<file path="config.mk">
export PLATFORM = sky130hd
export DESIGN_NAME = wb_arbiter2
export DESIGN_NICKNAME = d
export VERILOG_FILES = /design/src/rtl/wb_arb_pkg.sv /design/src/rtl/wb_watchdog.sv /design/src/rtl/wb_arbiter2.sv
export SDC_FILE = /design/constraint.sdc
export NUM_CORES = 1
export LEC_CHECK = 0
export BUFFER_PORTS_ARGS = -buffer_cell sky130_fd_sc_hd__buf_2
export CAP_MARGIN = 20
export CORE_MARGIN = 5
export CORE_UTILIZATION = 41
export CTS_CLUSTER_DIAMETER = 100
export DETAILED_ROUTE_END_ITERATION = 12
export PLACE_DENSITY_LB_ADDON = 0.25
export SYNTH_ARGS = -nofsm -noshare
export SYNTH_HDL_FRONTEND = slang
export SYNTH_HIERARCHICAL = 1
export SYNTH_SLANG_ARGS = --single-unit
</file>
<file path="constraint.sdc">
create_clock -name wb_clk_i -period 3.8 [get_ports wb_clk_i]
set_input_delay 0.38 -clock wb_clk_i [delete_from_list [all_inputs] [get_ports wb_clk_i]]
set_output_delay 0.38 -clock wb_clk_i [all_outputs]
set_load 0.01 [all_outputs]
</file>
<file path="src/rtl/wb_arb_pkg.sv">
`default_nettype none
// ============================================================================
// wb_arb_pkg : shared types and defaults for the two-master Wishbone arbiter
// Rev 1.0
// ============================================================================
package wb_arb_pkg;

    typedef enum logic [1:0] {
        ST_IDLE = 2'd0,
        ST_G0   = 2'd1,
        ST_G1   = 2'd2
    } arb_state_e;

    localparam logic [7:0]  DEF_TIMEOUT  = 8'd255;
    localparam logic [15:0] DEF_ERR_DATA = 16'hFFFF;

    // One master's request bundle, muxed as a unit onto the shared port.
    typedef struct packed {
        logic [15:0] dat;
        logic [18:0] adr;
        logic        tga;
        logic [1:0]  sel;
        logic        we;
        logic        cyc;
        logic        stb;
    } wb_req_t;

    // Round-robin pick from IDLE: on contention the master that was not last wins.
    function automatic arb_state_e next_grant(input logic cyc0, input logic cyc1, input logic last);
        if (cyc0 && (!cyc1 || last))
            return ST_G0;
        else if (cyc1)
            return ST_G1;
        return ST_IDLE;
    endfunction

endpackage
`default_nettype wire

</file>
<file path="src/rtl/wb_watchdog.sv">
`default_nettype none
// ============================================================================
// wb_watchdog : bus-timeout counter that terminates strobes nobody acks
// Rev 1.0
// ============================================================================
module wb_watchdog
    import wb_arb_pkg::*;
#(
    parameter logic [7:0] TIMEOUT = DEF_TIMEOUT
) (
    input  logic clk_i,
    input  logic rst_ni,
    input  logic stb_i,
    input  logic ack_i,
    input  logic clr_i,
    output logic to_ack_o,
    output logic to_pulse_o
);

    logic [7:0] cnt_q;
    logic [7:0] cnt_d;
    logic       hit;

    // A real ack in the same cycle always beats the timeout.
    assign hit = stb_i & ~ack_i & ~clr_i & (cnt_q == TIMEOUT);

    always_comb begin
        cnt_d = cnt_q + 8'd1;
        if (clr_i || !stb_i || ack_i || hit)
            cnt_d = 8'd0;
    end

    always_ff @(posedge clk_i or negedge rst_ni) begin
        if (!rst_ni)
            cnt_q <= 8'd0;
        else
            cnt_q <= cnt_d;
    end

    assign to_ack_o   = hit;
    assign to_pulse_o = hit;

endmodule
`default_nettype wire

</file>
<file path="src/rtl/wb_arbiter2.sv">
`default_nettype none
// ============================================================================
// wb_arbiter2 : two-master round-robin Wishbone arbiter with bus watchdog
// Rev 1.0
// ============================================================================
module wb_arbiter2
    import wb_arb_pkg::*;
#(
    parameter logic [7:0]  TIMEOUT  = DEF_TIMEOUT,
    parameter logic [15:0] ERR_DATA = DEF_ERR_DATA
) (
    input  logic        wb_clk_i,
    input  logic        wb_rst_ni,

    input  logic [15:0] m0_dat_i,
    output logic [15:0] m0_dat_o,
    input  logic [19:1] m0_adr_i,
    input  logic        m0_tga_i,
    input  logic [1:0]  m0_sel_i,
    input  logic        m0_we_i,
    input  logic        m0_cyc_i,
    input  logic        m0_stb_i,
    output logic        m0_ack_o,

    input  logic [15:0] m1_dat_i,
    output logic [15:0] m1_dat_o,
    input  logic [19:1] m1_adr_i,
    input  logic        m1_tga_i,
    input  logic [1:0]  m1_sel_i,
    input  logic        m1_we_i,
    input  logic        m1_cyc_i,
    input  logic        m1_stb_i,
    output logic        m1_ack_o,

    output logic [15:0] s_dat_o,
    output logic [19:1] s_adr_o,
    output logic        s_tga_o,
    output logic [1:0]  s_sel_o,
    output logic        s_we_o,
    output logic        s_cyc_o,
    output logic        s_stb_o,
    input  logic [15:0] s_dat_i,
    input  logic        s_ack_i,

    output logic        to_err_o,
    output logic [19:0] to_adr_o
);

    arb_state_e  state_q;
    logic        last_q;
    logic [19:0] to_adr_q;

    arb_state_e  idle_next;
    wb_req_t     req0;
    wb_req_t     req1;
    wb_req_t     gnt;
    logic        in_g0;
    logic        in_g1;
    logic        wd_ack;
    logic        wd_pulse;

    always_comb begin
        req0.dat = m0_dat_i;
        req0.adr = m0_adr_i;
        req0.tga = m0_tga_i;
        req0.sel = m0_sel_i;
        req0.we  = m0_we_i;
        req0.cyc = m0_cyc_i;
        req0.stb = m0_stb_i;

        req1.dat = m1_dat_i;
        req1.adr = m1_adr_i;
        req1.tga = m1_tga_i;
        req1.sel = m1_sel_i;
        req1.we  = m1_we_i;
        req1.cyc = m1_cyc_i;
        req1.stb = m1_stb_i;
    end

    // The shared port is fully quiet in IDLE, so reset also quiets every output.
    always_comb begin
        gnt = '0;
        case (state_q)
            ST_G0:   gnt = req0;
            ST_G1:   gnt = req1;
            default: gnt = '0;
        endcase
    end

    assign idle_next = next_grant(m0_cyc_i, m1_cyc_i, last_q);

    always_ff @(posedge wb_clk_i or negedge wb_rst_ni) begin
        if (!wb_rst_ni) begin
            state_q <= ST_IDLE;
            last_q  <= 1'b1;
        end else begin
            case (state_q)
                ST_IDLE: begin
                    state_q <= idle_next;
                    if (idle_next != ST_IDLE)
                        last_q <= (idle_next == ST_G1);
                end
                ST_G0:   if (!m0_cyc_i) state_q <= ST_IDLE;
                ST_G1:   if (!m1_cyc_i) state_q <= ST_IDLE;
                default: state_q <= ST_IDLE;
            endcase
        end
    end

    // Watchdog sees the master's raw strobe; the forced-low s_stb_o would loop back.
    wb_watchdog #(
        .TIMEOUT    (TIMEOUT)
    ) u_watchdog (
        .clk_i      (wb_clk_i),
        .rst_ni     (wb_rst_ni),
        .stb_i      (gnt.stb),
        .ack_i      (s_ack_i),
        .clr_i      (~gnt.cyc),
        .to_ack_o   (wd_ack),
        .to_pulse_o (wd_pulse)
    );

    always_ff @(posedge wb_clk_i or negedge wb_rst_ni) begin
        if (!wb_rst_ni)
            to_adr_q <= 20'd0;
        else if (wd_pulse)
            to_adr_q <= {gnt.tga, gnt.adr};
    end

    assign s_dat_o  = gnt.dat;
    assign s_adr_o  = gnt.adr;
    assign s_tga_o  = gnt.tga;
    assign s_sel_o  = gnt.sel;
    assign s_we_o   = gnt.we;
    assign s_cyc_o  = gnt.cyc;
    assign s_stb_o  = gnt.stb & ~wd_ack;

    assign in_g0    = (state_q == ST_G0);
    assign in_g1    = (state_q == ST_G1);

    assign m0_ack_o = in_g0 & (s_ack_i | wd_ack);
    assign m1_ack_o = in_g1 & (s_ack_i | wd_ack);

    assign m0_dat_o = (in_g0 && wd_ack) ? ERR_DATA : ((in_g0 || in_g1) ? s_dat_i : 16'd0);
    assign m1_dat_o = (in_g1 && wd_ack) ? ERR_DATA : ((in_g0 || in_g1) ? s_dat_i : 16'd0);

    assign to_err_o = wd_pulse;
    assign to_adr_o = to_adr_q;

endmodule
`default_nettype wire

</file>
==> results.py <==
metrics = {
    "run_status": {
        "status": "completed",
    },
    "setup_path": {
        "slowest_delay_ns": 0.51,
        "cp_common_cell": "nand2_1",
        "cp-end-kind": "output pin",
        "worstSetupStartpointType": "flip-flop",
        "cp_num_buf_inv": 2,
        "crit_arrival_ns": 3.13,
        "crit_required_ns": 3.42,
        "critPathSlowestCell": "or3b_1",
        "path_class": "reg -> out",
        "path_cells": "inv_1, ha_2, a22o_1, nand2_1, or3b_1, nor3_2, nand2_1, nand2_1, buf_2",
        "reg2reg_slack_ns": 0.70,
        "critPathMaxFanout": 23,
        "crit_family": "simple AND/OR/NAND/NOR gates",
    },
    "job": {
        "drv_cap": 0,
    },
    "layout": {
        "num_antenna_cells": 0,
        "utilization": 0.5575,
        "final_cells": 537,
        "nNetsFinal": 567,
        "syn2layout_area_growth_pct": 30.28,
        "final_common_cell": "buf_2",
        "most-common-layout-cells": "buf_2 (196), nand2_1 (58), nor2b_1 (31)",
        "layout-drive-gt1-share": 0.5130,
    },
    "pwr": {
        "ir_drop_v": 0.0003877,
        "p_int_mw": 1.091,
        "swShare": 0.4505,
        "powerDensity_nw_per_um2": 590.9,
        "pwr-share-comb": 0.675,
        "p_sw_uw": 894.3,
        "pwr-share-seq": 0.183,
        "clkPwrFrac": 0.142,
        "p_leak_nw": 1.937,
    },
    "floorplanning": {
        "die_h_um": 89.31,
        "core-area_um2": 6026,
        "die-area_um2": 7975,
        "initial_core_util": 0.4279,
        "dieWidth_um": 89.31,
        "design.portCount": 197,
        "rows": 28,
    },
    "detailed_routing": {
        "wl_per_cell_um": 14.96,
        "viasPerCell": 4.896,
        "vias": 2629,
        "drt-total-wl_um": 8034,
        "drc": 0,
        "firstDrtPassIters": 4,
        "drt-initial-drc-count": 70,
        "drt.antenna.violating_nets": 0,
    },
    "clock_tree": {
        "clkLatencyLatePin_ns": 0.28,
        "cts_max_path_buffers": 2,
        "clock-root-buffer": "clkbuf_8",
        "htreeDepth": 2,
        "numClockSinks": 31,
        "post-cts-setup-buffers": 0,
        "postCtsHoldBufs": 0,
        "numCtsBuffers": 5,
        "cts.clk_slew.worst_paths_ns": 0.06,
        "cts_tree": "yes",
        "cts_resized": 0,
    },
    "timing": {
        "period_share": 0.9230,
        "hold_ws_ns": 0.1451,
        "skew_ns": 0.005358,
        "setup_tns_ns": 0,
        "rsz0062_at_grt": "false",
        "clock.fmax_mhz": 285.1,
        "slew_violations": 0,
        "tightest_slew_ns": 0.6998,
        "period_needed_ns": 3.507,
        "slew_headroom": 0.5335,
        "setup_viol": 0,
        "hold_viol": 0,
    },
    "yosys": {
        "syn-instance-count": 313,
        "synth_cell_types": 35,
        "synth_top_area_cell": "dfrtp_1",
        "synth_flop_cell": "dfrtp_1",
        "ys_warn_count": 6,
        "synthesis.nets": 419,
        "async_reset_ff_frac": 1.000,
        "synth_top_area_frac": 0.2911,
        "ys_seq_elements": 31,
        "synth_seq_area_share": 0.3013,
        "synth-edff-count": 0,
        "synth_area_leaders": "dfrtp_1 (29%), buf_4 (13%), a22oi_1 (8.4%)",
        "syn_avg_cell_area_um2": 8.239,
        "netlist_area_um2": 2579,
    },
    "global_route": {
        "overflow": 0,
        "grt_pass1_vias": 2666,
        "gr-usage-all-layers": 0.1927,
        "grt_max_degree": 40,
        "grt_pass1_wl_um": 12090,
        "antenna_found_initial": 0,
    },
    "place": {
        "finalWeightedCongestion": 0.7930,
        "port_buffers": 196,
        "dp.cells": 529,
        "hpwl_um": 6494,
    },
    "min_path": {
        "holdCritPathClass": "in -> async",
    },
}
==> sequential cells by signal (all words and copies together) (netlist names) <==
register / flops
u_watchdog/cnt_q: 8
last_q: 1
to_adr_o: 20
state_q: 2
==> power by group through the flow <==
stage | logic, mW | registers, mW | clock network [mW]
floorplan | 1.09 | 0.366 | 0
detailed placement | 1.36 | 0.369 | 0
global placement | 1.35 | 0.368 | 0
global route | 1.48 | 0.367 | 0.305
CTS | 1.36 | 0.363 | 0.291
finish | 1.34 | 0.363 | 0.281
==> synthesized netlist by cell type, types with 2 or more instances <==
master / number
nand3_1: 4
buf_2: 5
o21a_1: 2
or3_1: 2
inv_1: 25
o22ai_1: 20
a22oi_1: 29
clkbuf_1: 5
nor2_1: 4
a22oi_2: 11
nor2b_1: 31
a21oi_1: 2
nor2b_2: 10
o21ai_0: 2
xor2_1: 2
dfrtp_1: 30
nand2_1: 58
buf_4: 44
buf_6: 6
ha_1: 5
o21ai_1: 2
==> per-layer routing <==
metal	up-vias	wire length, um	global-route usage
li1	1314	-	-
met1	1173	2966	0.2067
met2	135	4202	0.3764
met3	7	758	0.04055
met4	0	107	0.05142
met5	-	0	0
==> cells by family (layout without fill, tap and decap cells) <==
group	Yosys count	in the layout	synth area share
AOI/OAI and AO/OA	75	75	0.2310
xor gates and xnor gates	3	3	0.01019
adders and majority gates	5	5	0.02426
buffers and inverters	85	234	0.2077
DFF	31	31	0.3013
and+or+nand+nor	114	114	0.2256
==> through the flow <==
| step | power [mW] | setup WS (ns) | cell area, um^2 |
|---|---|---|---|
| 4_1_cts | 2.015 | 0.2475 | 3359 |
| 6_report | 1.985 | 0.2928 | 3359 |
| 3_5_place_dp | 1.724 | 0.5637 | 3259 |
| 3_3_place_gp | 1.718 | 0.6914 | 3259 |
| 5_1_grt | 2.157 | 0.03003 | 3359 |
| 2_1_floorplan | 1.454 | 0.8895 | 2579 |
==> final timing paths <==
check                                              start                             to  cells past startpoint
min                                            wb_rst_ni  u_watchdog/cnt_q[2]$_DFF_PN0_                      1
max                               state_q[1]$_DFFE_PN0P_                    m0_dat_o[5]                      9
max in group asynchronous                      wb_rst_ni       to_adr_o[18]$_DFFE_PN0P_                      1
max reg2reg                       state_q[1]$_DFFE_PN0P_        to_adr_o[6]$_DFFE_PN0P_                      9
min reg2reg                u_watchdog/cnt_q[0]$_DFF_PN0_  u_watchdog/cnt_q[0]$_DFF_PN0_                      1
min in group wb_clk_i                           m0_cyc_i             last_q$_DFFE_PN1P_                      2
==> cell type report <==
class,count,area [um^2]
sequential,31,777.0
multi-input combinational,197,1276
tap,75,93.84
clock buffer,8,100.1
fill,580,2666
timing repair buffer,201,1018
inverter,25,93.84
(Power assumes the default switching activity.)
